## config.mk

```make
export PLATFORM = sky130hd
export DESIGN_NAME = instr_fetch
export DESIGN_NICKNAME = d
export VERILOG_FILES = /design/src/rtl/fetch_pkg.sv /design/src/rtl/pc_register.sv /design/src/rtl/instr_fetch.sv
export SDC_FILE = /design/constraint.sdc
export NUM_CORES = 1
export LEC_CHECK = 0
export CAP_MARGIN = 30
export CORE_MARGIN = 2
export CORE_UTILIZATION = 30
export DETAILED_ROUTE_END_ITERATION = 8
export PLACE_DENSITY = 0.66
export SYNTH_ARGS = -nofsm -noshare
export SYNTH_HDL_FRONTEND = slang
export SYNTH_SLANG_ARGS = --single-unit
export TNS_END_PERCENT = 10
```

## constraint.sdc

```tcl
create_clock -name clk -period 1.7 [get_ports clk]
set_input_delay 0.17 -clock clk [delete_from_list [all_inputs] [get_ports clk]]
set_output_delay 0.17 -clock clk [all_outputs]
set_load 0.02 [all_outputs]
```

## src/rtl/fetch_pkg.sv

```systemverilog
// Shared types and constants for the instruction fetch stage.
package fetch_pkg;

  typedef enum logic [1:0] {
    StReq,
    StWait,
    StHold,
    StDrop
  } fetch_state_t;

  localparam logic [31:0] INSTR_NOP        = 32'h0000_0013;
  localparam logic [31:0] RESET_PC_DEFAULT = 32'h0000_0000;

endpackage

```

## src/rtl/pc_register.sv

```systemverilog
// Fetch PC flop: synchronous reset to RESET_PC, loads d when load is high.
module pc_register
  import fetch_pkg::*;
#(
  parameter logic [31:0] RESET_PC = RESET_PC_DEFAULT
) (
  input  logic        clk,
  input  logic        rst,
  input  logic        load,
  input  logic [31:0] d,
  output logic [31:0] q
);

  always_ff @(posedge clk) begin
    if (rst) begin
      q <= RESET_PC;
    end else if (load) begin
      q <= d;
    end
  end

endmodule

```

## src/rtl/instr_fetch.sv

```systemverilog
// Instruction fetch stage: one outstanding imem request, skid buffer for decode stalls,
// flush redirect. Define INSTR_MISALIGN_CHECK_EN to trap misaligned fetch PCs.
module instr_fetch
  import fetch_pkg::*;
#(
  parameter logic [31:0] RESET_PC = RESET_PC_DEFAULT
) (
  input  logic        clk,
  input  logic        rst,
  input  logic [31:0] pcIn,
  input  logic        stall,
  input  logic        flush,
  output logic        imemReq,
  output logic [31:0] imemAddr,
  input  logic        imemReady,
  input  logic        imemValid,
  input  logic [31:0] imemRdata,
  output logic [31:0] pcAdd,
  output logic [31:0] instrOut,
  output logic [31:0] pcIdOut,
  output logic        instrValid,
  output logic        misalign
);

  fetch_state_t state_q, state_d;
  logic [31:0]  pc;
  logic         pc_load;
  logic [31:0]  skid_q, skid_d;
  logic [31:0]  instr_q, instr_d;
  logic [31:0]  pc_id_q, pc_id_d;
  logic         valid_q, valid_d;
  logic         deliver;
  logic [31:0]  deliver_word;
  logic         xfer;
  logic         bad_pc;

  pc_register #(
    .RESET_PC(RESET_PC)
  ) u_pc_register (
    .clk (clk),
    .rst (rst),
    .load(pc_load),
    .d   (pcIn),
    .q   (pc)
  );

  assign pcAdd = pc + 32'd4;

`ifdef INSTR_MISALIGN_CHECK_EN
  // Misaligned PC parks the FSM in REQ with no request until a flush redirects it.
  assign bad_pc   = (state_q == StReq) && (pc[1:0] != 2'b00);
  assign misalign = !rst && bad_pc;
  assign imemAddr = pc;
`else
  assign bad_pc   = 1'b0;
  assign misalign = 1'b0;
  assign imemAddr = {pc[31:2], 2'b00};
`endif

  assign imemReq = !rst && (state_q == StReq) && !bad_pc;
  assign xfer    = imemReq && imemReady;

  always_comb begin
    state_d      = state_q;
    pc_load      = 1'b0;
    skid_d       = skid_q;
    deliver      = 1'b0;
    deliver_word = imemRdata;
    unique case (state_q)
      StReq: begin
        if (flush) begin
          pc_load = 1'b1;
          state_d = xfer ? StDrop : StReq;
        end else if (xfer) begin
          state_d = StWait;
        end
      end
      StWait: begin
        if (flush) begin
          pc_load = 1'b1;
          state_d = imemValid ? StReq : StDrop;
        end else if (imemValid) begin
          if (stall) begin
            skid_d  = imemRdata;
            state_d = StHold;
          end else begin
            deliver = 1'b1;
            pc_load = 1'b1;
            state_d = StReq;
          end
        end
      end
      StHold: begin
        if (flush) begin
          pc_load = 1'b1;
          state_d = StReq;
        end else if (!stall) begin
          deliver      = 1'b1;
          deliver_word = skid_q;
          pc_load      = 1'b1;
          state_d      = StReq;
        end
      end
      StDrop: begin
        if (flush) begin
          pc_load = 1'b1;
          state_d = StReq;
        end else if (imemValid) begin
          state_d = StReq;
        end
      end
      default: state_d = StReq;
    endcase
  end

  // IF/ID register: flush clears, stall freezes, otherwise valid only on delivery.
  always_comb begin
    instr_d = instr_q;
    pc_id_d = pc_id_q;
    valid_d = valid_q;
    if (flush) begin
      valid_d = 1'b0;
    end else if (deliver) begin
      instr_d = deliver_word;
      pc_id_d = pc;
      valid_d = 1'b1;
    end else if (!stall) begin
      valid_d = 1'b0;
    end
  end

  always_ff @(posedge clk) begin
    if (rst) begin
      state_q <= StReq;
      skid_q  <= 32'h0;
      instr_q <= INSTR_NOP;
      pc_id_q <= 32'h0;
      valid_q <= 1'b0;
    end else begin
      state_q <= state_d;
      skid_q  <= skid_d;
      instr_q <= instr_d;
      pc_id_q <= pc_id_d;
      valid_q <= valid_d;
    end
  end

  assign instrOut   = instr_q;
  assign pcIdOut    = pc_id_q;
  assign instrValid = valid_q;

endmodule

```

Word level (Yosys, flattened, before mapping):

Index checks and enable logic that the tools add are counted.

* add/sub/neg operators: 1
* eq/ne operators: 8
* muxes and demuxes: 25
* bitwise logic cells: 1
* reduce and logical (&&, ||, !) cells: 9

Operators by type and width (count)
* $mux W32: 2
* $add A32 B3 Y32 const B: 1
* $mux W2: 11
* $ne A3 B3 Y1 const B: 4
* $mux W1: 9
* $pmux W2 S4: 1
* $eq A2 B2 Y1 const B: 2
* $reduce_and A4 Y1: 1
* $reduce_or A2 Y1: 2
* $pmux W1 S3: 1
* $reduce_and A3 Y1: 1
* $eq A2 B1 Y1 const B: 1
* $logic_and A1 B1 Y1: 2
* $logic_not A2 Y1: 1
* $ne A2 B1 Y1 const B: 1
* $pmux W1 S2: 1
* $reduce_and A2 Y1: 1
* $logic_not A1 Y1: 1
* $not A1 Y1: 1

* register bits: 131
* input port bits: 70
* output and inout bits: 131
* logic and storage cells: 50

Longest topological paths before layout:

Gate-level depths: netlist (run 1).

* depth after elaboration: 6
* depth in mapped cells: 8
* depth with buffers taken out: 6

By module:

From an unflattened synthesis (run 1), not the netlist that was laid out.

* cell total of the unflattened synthesis: 650
* area, all modules: 5642.9 um^2

By module, submodules not included
* instr_fetch: instances 1, cells an instance 547, area an instance 4479.3 um^2
* pc_register: instances 1, cells an instance 103, area an instance 1163.6 um^2

Worst setup path after synthesis (run 1):

No wires, ideal clock.

* path kind: register -> output
* start point: reg u_pc_register.q[4]
* end point: out pcAdd[23]
* arrival: 1.819 ns
* required time: 1.530 ns
* slack: -0.289 ns
* stages on the path, launching flop included: 6
* buffers on the path: 1
* path through: dfxtp_1 > buf_2 > nand4_2 > nor4_4 > nand4_1 > xnor2_1

* cells in the longest elaborated chain, start to end: 1

RTL lines
* start: declaration: line pc_register.sv:11 `output logic [31:0] q`
* start signal: assignment: line pc_register.sv:16 `q <= RESET_PC;`
* start signal: assignment: line pc_register.sv:18 `q <= d;`
* $add A32 B3 Y32: line instr_fetch.sv:47 `assign pcAdd = pc + 32'd4;`
* end: declaration: line instr_fetch.sv:18 `output logic [31:0] pcAdd,`

Every way passes these cells.

Worst setup path after layout (run 1):

* start point: reg u_pc_register.q[9]
* end point: out pcAdd[22]

The elaborated chain is that of the path after synthesis.

==> metrics.csv, run 1 <==
metric,value,unit
status,finished with violations,
failing checks,setup timing,
GRT Total Usage,17.2,%
final wirelength,17200,um
Syn. warnings,0,
Max Slew Vio Count,0,
sequential power share,37.8,%
Slowest cell on crit path,dfxtp_2,
Worst-path clk slew,0.05,ns
R2R depth,8,
Layout Skew,0.00701,ns
HP Class,input port to register,
n_diodes,0,
"Non-Filler Cell Area, Final",0.00926,mm2
synthesis-to-layout area growth,66.4,%
vias in the first global route,5112,
Max clock buf depth,2,
final setup fails,46,
DR WL/cell,14.7,um
syn_area_per_cell,8.18,um2
worst-margin pin slew,0.504,ns
clock power share,47.0,%
Crit Path Max Fanout,7,
Via Count,5454,
DRC violations left,0,
Min-Delay Endpoint,skid_q[0],
CP arrival,1.91,ns
Hold Crit Start,rst,
row cnt,49,
P_int,6.48,mW
"Hold Violations, Final",0,
clk root buf,clkbuf_16,
core box area,0.0181,mm2
initial antenna violation count,0,
Peak supply drop,0.669,mV
CP Launch Type,register,
combinational group share of total power,15.2,%
Net Sw Frac,24.5,%
Worst Slack Setup Final,-0.380,ns
Tcrit/Tclk final,122,%
Static Leakage,3.97,nW
max-capacitance violation count,0,
Cell Pwr Density,927,mW/mm2
Slew HR,66.4,%
"FF+latch count, synth",131,
CTS Sinks,131,
"commonest non-fill, non-tap cell in the layout",nand2_1,
RSZ-0062 raised after global routing,yes,
worst reg2reg path startpoint,state_q[1],
worst hold stages,3,
Worst Setup End Kind,primary output,
"Req. time, crit path",1.53,ns
Die Y,140,um
largest net degree at the start of global routing,100,
post-synth cell types,37,
post-synthesis sequential area ratio,47.1,%
layout cells sized above 1,22.8,%
Psw,2.10,mW
first-pass GRT wire length,27100,um
total die area,0.0197,mm2
Final GP Congestion,0.808,
CTS tree,yes,
"CP delay by family, top",simple AND/OR/NAND/NOR gates,
WS Path Type,register to primary output,
Detail Route Antenna Nets,0,
crit path buf inv count,3,
H-tree level count,4,
ys flop type,dfxtp_1,
"most used cell, CP",buf_4,
I/O Pins,201,
drt first pass iters,7,
Layout Utilization,51.2,%
Initial Util,30.8,%
Port Buffers,197,
Final nets,1004,
Post-synth EDFFs,0,
total gr overflow,0,
CP max stage delay,0.35,ns
first-iteration detailed-routing DRC count,267,
placed inst area,0.00843,mm2
flop-to-flop setup slack,-0.05,ns
Final HPWL DP,11900,um
Async SR Flop Fraction,0,%
Syn Inst Count,680,
Mapped Area,0.00557,mm2
"commonest cells after routing, fill and taps aside","200 x nand2_1, 141 x clkdlybuf4s50_1, 110 x dfxtp_1",
CP cell instances,nand4_4 -> nor4_4 -> buf_6 -> buf_4 -> nand3_4 -> xnor2_2 -> buf_4,
fmax,0.481,GHz
Vias/cell,4.66,
clock latency on the worst-skew pair,0.41,ns
Die X,140,um
minimum clock period,2.08,ns
reg-to-reg endpoint,instrOut[9],
total CTS buffers,17,
-- metal layers --
layer | part of all wire, % | wire, um | global-route usage (%)
met5 | 0 | 0 | 0
met4 | 2.3 | 397 | 6.91
met3 | 6.2 | 1060 | 4.48
met2 | 48 | 8250 | 28.7
met1 | 43 | 7450 | 21.2
-- worst max path at each step --
stage	from	end	depth (start not counted)
final	u_pc_register.q[9]	pcAdd[22]	7
after global routing	u_pc_register.q[2]	pcAdd[26]	7
after CTS	u_pc_register.q[6]	pcAdd[26]	6
after detailed placement	u_pc_register.q[2]	pcAdd[26]	7
after global placement	u_pc_register.q[2]	pcAdd[26]	7
after floorplan	u_pc_register.q[6]	pcAdd[23]	5
-- flip-flops by register name (all words and copies together), names as in the netlist --
name / count
skid_q: 32
u_pc_register.q: 32
state_q: 2
instrOut: 32
instrValid: 1
pcIdOut: 32
-- kinds of logic after synthesis --
family	count (synthesis)	share of synthesized area [%]
buffers and inverters	59	4.61
other	1	0.0674
muxes	32	5.76
xor gates and xnor gates	28	4.41
and+or+nand+nor	284	22.2
DFF	131	47.1
AOI/OAI and AO/OA	139	14.5
adders and majority gates	6	1.35
-- worst register-to-register path, delay by kind of cell (launching register included) --
kind	cells	cell delay, ns
AOI/OAI and AO/OA	2	0.28
DFF	1	0.32
and+or+nand+nor	2	0.34
adders and majority gates	1	0.21
buffers and inverters	3	0.51
-- cell usage after synthesis (7+ instances only) --
master,count,area share [%]
buf_2,19,1.7
mux2i_1,32,5.8
nand3_1,12,1.1
nor2_1,40,2.7
clkbuf_1,31,2.1
a21oi_1,100,9.0
a211oi_1,29,3.9
dfxtp_1,131,47
xnor2_1,20,3.1
nand4_1,7,0.79
nand2_1,201,14
xor2_1,8,1.3
-- power by group through the flow --
stage | sequential, mW | clock [mW] | combinational, mW
3_5_place_dp | 3.30 | 0 | 1.32
4_1_cts | 3.24 | 4.12 | 1.30
5_1_grt | 3.25 | 4.27 | 1.41
6_report | 3.24 | 4.03 | 1.31
3_3_place_gp | 3.30 | 0 | 1.31
2_1_floorplan | 3.43 | 0 | 0.493
-- timing repair --
item,in CTS,in global routing
endpoints found under the setup margin,95,129
resized for setup,171,44
setup buffers,4,6
endpoints found under the hold margin,0,0
gates cloned,0,0
hold buffers,0,0
pin swaps,24,16
-- stage by stage --
stage	cells	total power [mW]	hold WS (ns)	setup TNS [ns]	worst slack (ns)
after detailed placement	1128	4.62	0.446	-11.19	-0.482
after floorplan	682	3.92	0.300	-0.235	-0.0222
after global placement	1128	4.61	0.440	-8.74	-0.404
after global routing	1170	8.93	0.298	-14.96	-0.474
after CTS	1164	8.66	0.284	-7.22	-0.424
final	1170	8.58	0.279	-7.29	-0.380
-- final cells by class --
cell class / instances / area (um2)
clock inverters: 11 / 169
inverters: 6 / 22.5
repair buffers: 280 / 2670
flip-flops and latches: 131 / 2660
well taps: 229 / 287
multi-input cells: 492 / 2960
clock buffers: 21 / 492
fillers: 1681 / 8820
Power figures use the tool's default switching activity.
==> inputs of run 2 (changes only) <==
--- a/config.mk
+++ b/config.mk
@@ -9,7 +9,8 @@
 export CORE_MARGIN = 2
 export CORE_UTILIZATION = 30
 export DETAILED_ROUTE_END_ITERATION = 8
-export PLACE_DENSITY = 0.66
+export DONT_BUFFER_PORTS = 1
+export PLACE_DENSITY = 0.42
 export SYNTH_ARGS = -nofsm -noshare
 export SYNTH_HDL_FRONTEND = slang
 export SYNTH_SLANG_ARGS = --single-unit
==> run 2 against run 1 <==
The flow finishes with violations (hold timing, setup timing). Clock skew rose by 0.0014 ns. Utilization fell by 11 points. Design area fell by 22%. First-iteration DRC count decreased by 25%. Clock power decreased by 12%. Via count down 12%. Critical path type unchanged. Critical endpoint is now pcAdd[20]. Largest power group unchanged. Highest routed layer unchanged.
==> metrics.csv, run 2 (same netlist as run 1, synthesis figures left out) <==
metric,value,unit,change
status,finished with violations,,
failing checks,"hold timing, setup timing",,
Psw,1.95,mW,-7.0%
n_diodes,0,,unchanged
CTS tree,yes,,
Detail Route Antenna Nets,0,,unchanged
RSZ-0062 raised after global routing,yes,,
minimum clock period,2.06,ns,-0.0230 ns
vias in the first global route,4693,,-8.2%
CP Launch Type,register,,
placed inst area,0.00639,mm2,-24%
Worst Slack Setup Final,-0.357,ns,+0.0230 ns
"Req. time, crit path",1.53,ns,about the same
total gr overflow,0,,unchanged
Critical path origin,u_pc_register.q[9],,
WS Path Type,register to primary output,,
sequential standard cell area,0.00266,mm2,unchanged
"Hold Violations, Final",131,,+131
worst reg2reg path startpoint,state_q[0],,
worst-margin pin slew,0.499,ns,-0.00484 ns
worst hold stages,1,,-2
sequential power share,42.9,%,+5.1 points
H-tree level count,4,,unchanged
Slew HR,66.6,%,+0.21 points
total CTS buffers,17,,unchanged
"Non-Filler Cell Area, Final",0.00726,mm2,-22%
"commonest cells after routing, fill and taps aside","201 x nand2_1, 110 x dfxtp_1, 91 x a21oi_1",,
DRC violations left,0,,unchanged
clock latency on the worst-skew pair,0.41,ns,about the same
flop-to-flop setup slack,-0.02,ns,+0.03 ns
P_int,5.72,mW,-12%
Die Y,140,um,unchanged
CP arrival,1.89,ns,-0.02 ns
Min-Delay Endpoint,instrOut[8],,
fillcell total,1820,,+8.3%
DR WL/cell,17.1,um,+17%
total power,7.68,mW,-11%
Max clock buf depth,2,,unchanged
initial antenna violation count,0,,unchanged
Worst Setup End Kind,primary output,,
Tcrit/Tclk final,121,%,-1.4 points
Final nets,800,,-20%
Port Buffers,0,,-100%
combinational group share of total power,11.1,%,-4.1 points
CTS Sinks,131,,unchanged
row cnt,49,,unchanged
Layout Skew,0.00842,ns,+0.00141 ns
HP Class,input port to register,,
layout cells sized above 1,25.0,%,+2.2 points
hold slack,-0.182,ns,-0.461 ns
Layout Utilization,40.1,%,-11 points
cts hold-fix bufs,1,,+1
largest net degree at the start of global routing,133,,+33%
first-pass GRT wire length,25700,um,-4.9%
total die area,0.0197,mm2,unchanged
final wirelength,16500,um,-3.9%
Die X,140,um,unchanged
Crit Path Max Fanout,7,,unchanged
Worst-path clk slew,0.06,ns,about the same
Via Count,4785,,-12%
I/O Pins,201,,unchanged
max-capacitance violation count,0,,unchanged
fmax,0.486,GHz,+1.1%
R2R depth,7,,-1
DP Worst Slack,-0.182,ns,+0.300 ns
"commonest non-fill, non-tap cell in the layout",nand2_1,,
Hold Crit Start,rst,,
final setup fails,26,,-43%
Peak supply drop,0.664,mV,-0.80%
Initial Util,30.8,%,unchanged
Final TNS setup,-6.49,ns,+0.804 ns
Vias/cell,4.96,,+6.4%
Cell Pwr Density,1060,mW/mm2,+14%
core box area,0.0181,mm2,unchanged
clk root buf,clkbuf_16,,
first-iteration detailed-routing DRC count,200,,-25%
GRT Total Usage,16.6,%,-0.56 points
drt first pass iters,4,,-3
clock power share,46.0,%,-1.0 points
Static Leakage,2.95,nW,-26%
Final HPWL DP,11400,um,-3.9%
area of the multi-input gates,0.00302,mm2,+1.9%
Max Slew Vio Count,0,,unchanged
synthesis-to-layout area growth,30.4,%,
Net Sw Frac,25.4,%,+0.96 points
Final GP Congestion,0.787,,-2.6%
reg-to-reg endpoint,instrOut[21],,
[run 2: changes by cell type in the layout (fill, tap and decap cells not counted), moves of 9 or more]
cell and delta:
a21oi_2 +9, a21oi_1 -9, clkdlybuf4s50_1 -141, buf_4 -34
dlygate4sd2_1 -14, dlymetal6s2s_1 -10
[run 2: layer usage]
metal	global-route usage, %	vias up	wire (um)
li1	-	2368	-
met1	19.5	2261	6960
met2	27.6	137	7980
met3	6.84	19	1290
met4	5.53	0	261
met5	0	-	0
[run 2: layout make-up]
cell class	instances	share of cell area [%]
clock inverters	8	1.02
repair buffers	76	9.59
well taps	229	3.95
multi-input cells	492	41.6
flip-flops and latches	131	36.7
inverters	6	0.310
clock buffers	23	6.88
[run 2: how the worst max path moves through the flow]
stage	end	slack [ns]
2_1_floorplan	pcAdd[23]	-0.02
3_3_place_gp	instrOut[19]	-0.10
3_5_place_dp	instrOut[24]	-0.18
4_1_cts	pcAdd[26]	-0.40
5_1_grt	pcAdd[20]	-0.46
6_report	pcAdd[20]	-0.36
[run 2: worst max-delay path: stages, from the launching register on]
cell,delay [ns]
dfxtp_2,0.36
nand4_4,0.17
nor4_4,0.32
buf_6,0.17
nand4_1,0.13
xnor2_2,0.33
[run 2: repair_timing]
| action | CTS | global route |
|---|---|---|
| endpoints found under the setup margin | 93 | 120 |
| setup buffers | 1 | 4 |
| pin swaps | 17 | 24 |
| endpoints found under the hold margin | 131 | 131 |
| gates resized for setup | 22 | 28 |
[run 2: stage by stage]
step / hold WS (ns) / std cells
floorplan: 0.300 / 682
global placement: 0.251 / 928
detailed placement: 0.254 / 928
CTS: -0.196 / 961
global route: -0.213 / 965
finish: -0.182 / 965
[run 2: power by group through the flow]
stage               clock (mW)  sequential, mW  combinational, mW
floorplan                    0            3.43              0.493
global placement             0            3.35              0.793
detailed placement           0            3.35              0.806
CTS                       3.64            3.29              0.840
global route              3.79            3.30              0.928
finish                    3.53            3.29              0.856
==> inputs of run 3 (changes only) <==
--- a/config.mk
+++ b/config.mk
@@ -9,8 +9,7 @@
 export CORE_MARGIN = 2
 export CORE_UTILIZATION = 30
 export DETAILED_ROUTE_END_ITERATION = 8
-export DONT_BUFFER_PORTS = 1
-export PLACE_DENSITY = 0.42
+export PLACE_DENSITY = 0.57
 export SYNTH_ARGS = -nofsm -noshare
 export SYNTH_HDL_FRONTEND = slang
 export SYNTH_SLANG_ARGS = --single-unit
==> run 3 against run 2 <==
The flow finishes with violations (setup timing). Sequential share of layout area is 7.6 points lower. Routed wire length is 3.0% higher. Clock power hardly changed. Design area is 26% higher. Cell count is 21% higher. Utilization is 10 points higher. Fmax is 0.77% lower. Combinational power is 53% higher. Count of clock-buffer cells in the layout is 1 higher. Critical path type unchanged. Largest cell class unchanged.
==> metrics.csv, run 3 (same netlist as run 1, synthesis figures left out) <==
metric,value,unit,change
status,finished with violations,,
failing checks,setup timing,,
Hold Crit Start,rst,,
drt first pass iters,4,,unchanged
worst reg2reg path startpoint,state_q[1],,
largest net degree at the start of global routing,130,,-2.3%
I/O Pins,201,,unchanged
first-pass GRT wire length,27300,um,+6.0%
final wirelength,17000,um,+3.0%
minimum clock period,2.07,ns,+0.0160 ns
Initial Util,30.8,%,unchanged
total power,8.10,mW,+5.5%
"Hold Violations, Final",0,,-100%
area of the multi-input gates,0.00293,mm2,-2.9%
CP Launch Type,register,,
Final nets,1004,,+26%
CP arrival,1.90,ns,about the same
combinational group share of total power,16.1,%,+5.0 points
"Req. time, crit path",1.53,ns,about the same
Final GP Congestion,0.771,,-2.0%
clock power share,43.8,%,-2.2 points
Cell Pwr Density,887,mW/mm2,-16%
worst-margin pin slew,0.621,ns,+0.121 ns
Port Buffers,197,,+197
synthesis-to-layout area growth,64.1,%,
H-tree level count,4,,unchanged
n_diodes,0,,unchanged
fillcell total,1744,,-4.2%
sequential power share,40.0,%,-2.9 points
Worst-path clk slew,0.05,ns,about the same
Final TNS setup,-6.50,ns,-0.0109 ns
clock latency on the worst-skew pair,0.41,ns,about the same
total die area,0.0197,mm2,unchanged
fmax,0.482,GHz,-0.77%
layout cells sized above 1,21.5,%,-3.5 points
total CTS buffers,17,,unchanged
"commonest non-fill, non-tap cell in the layout",nand2_1,,
total gr overflow,0,,unchanged
HP Class,input port to register,,
Psw,1.98,mW,+1.7%
cts hold-fix bufs,0,,-1
Detail Route Antenna Nets,0,,unchanged
Die Y,140,um,unchanged
CTS tree,yes,,
core box area,0.0181,mm2,unchanged
Critical path origin,u_pc_register.q[3],,
DP Worst Slack,-0.406,ns,-0.225 ns
Vias/cell,4.67,,-5.9%
RSZ-0062 raised after global routing,yes,,
CTS Sinks,131,,unchanged
DR WL/cell,14.6,um,-15%
Peak supply drop,0.664,mV,about the same
first-iteration detailed-routing DRC count,193,,-3.5%
placed inst area,0.00846,mm2,+32%
P_int,6.11,mW,+6.8%
Die X,140,um,unchanged
Net Sw Frac,24.5,%,-0.91 points
DRC violations left,0,,unchanged
GRT Total Usage,17.3,%,+0.67 points
Worst Slack Setup Final,-0.373,ns,-0.0160 ns
clk root buf,clkbuf_16,,
Final HPWL DP,12100,um,+5.9%
"Non-Filler Cell Area, Final",0.00913,mm2,+26%
Via Count,5446,,+14%
Worst Setup End Kind,primary output,,
Crit Path Max Fanout,7,,unchanged
Static Leakage,3.96,nW,+34%
max-capacitance violation count,0,,unchanged
initial antenna violation count,0,,unchanged
sequential standard cell area,0.00266,mm2,about the same
final setup fails,34,,+31%
row cnt,49,,unchanged
hold slack,0.0685,ns,+0.251 ns
WS Path Type,register to primary output,,
Max clock buf depth,2,,unchanged
Slew HR,58.6,%,-8.0 points
Layout Skew,0.00445,ns,-0.00397 ns
Tcrit/Tclk final,122,%,+0.94 points
Max Slew Vio Count,0,,unchanged
"commonest cells after routing, fill and taps aside","201 x nand2_1, 141 x clkdlybuf4s50_1, 111 x dfxtp_1",,
vias in the first global route,5078,,+8.2%
run 3: routing by layer:
layer,vias up,global-route usage [%],share of wire [%]
li1,2760,-,-
met1,2526,23.5,47
met2,141,27.2,47
met3,19,4.58,5.5
met4,0,4.84,1.3
met5,-,0,0
run 3: cell type report:
cell class | count | share of cell area [%]
multi-input combinational | 492 | 32.1
timing repair buffer | 280 | 29.2
clock buffer | 24 | 5.40
clock inverter | 5 | 0.822
inverter | 6 | 0.247
sequential | 131 | 29.1
tap | 229 | 3.14
run 3: what timing repair did:
action | CTS | global route
endpoints found under the hold margin | 0 | 0
endpoints found under the setup margin | 97 | 142
pin swaps | 17 | 10
resized for setup | 167 | 38
setup buffers | 0 | 2
run 3: final timing paths:
kind,endpoint,slack (ns),cells after the start
worst max-delay path,pcAdd[26],-0.37,7
worst max register to register,instrOut[4],-0.05,6
worst min-delay path,state_q[1],0.07,3
worst min register to register,skid_q[3],0.45,2
run 3: through the flow:
step / utilization [%] / std cells
after floorplan: - / 682
after global routing: 50.5 / 1167
after detailed placement: 46.8 / 1136
final: 50.5 / 1167
after global placement: 46.8 / 1136
after CTS: 49.9 / 1165
run 3: critical path, stage by stage (launching register included):
cell and delay, ns:
dfxtp_4 0.36, ha_4 0.13, nand4_1 0.12, nor4_4 0.27, buf_6 0.17, nand4_1 0.13, xnor2_2 0.17, buf_4 0.15
run 3: power groups by stage:
stage,clock network (mW),logic (mW),registers [mW]
6_report,3.55,1.31,3.24
5_1_grt,3.82,1.41,3.25
4_1_cts,3.65,1.31,3.24
3_5_place_dp,0,1.33,3.30
3_3_place_gp,0,1.33,3.30
2_1_floorplan,0,0.493,3.43
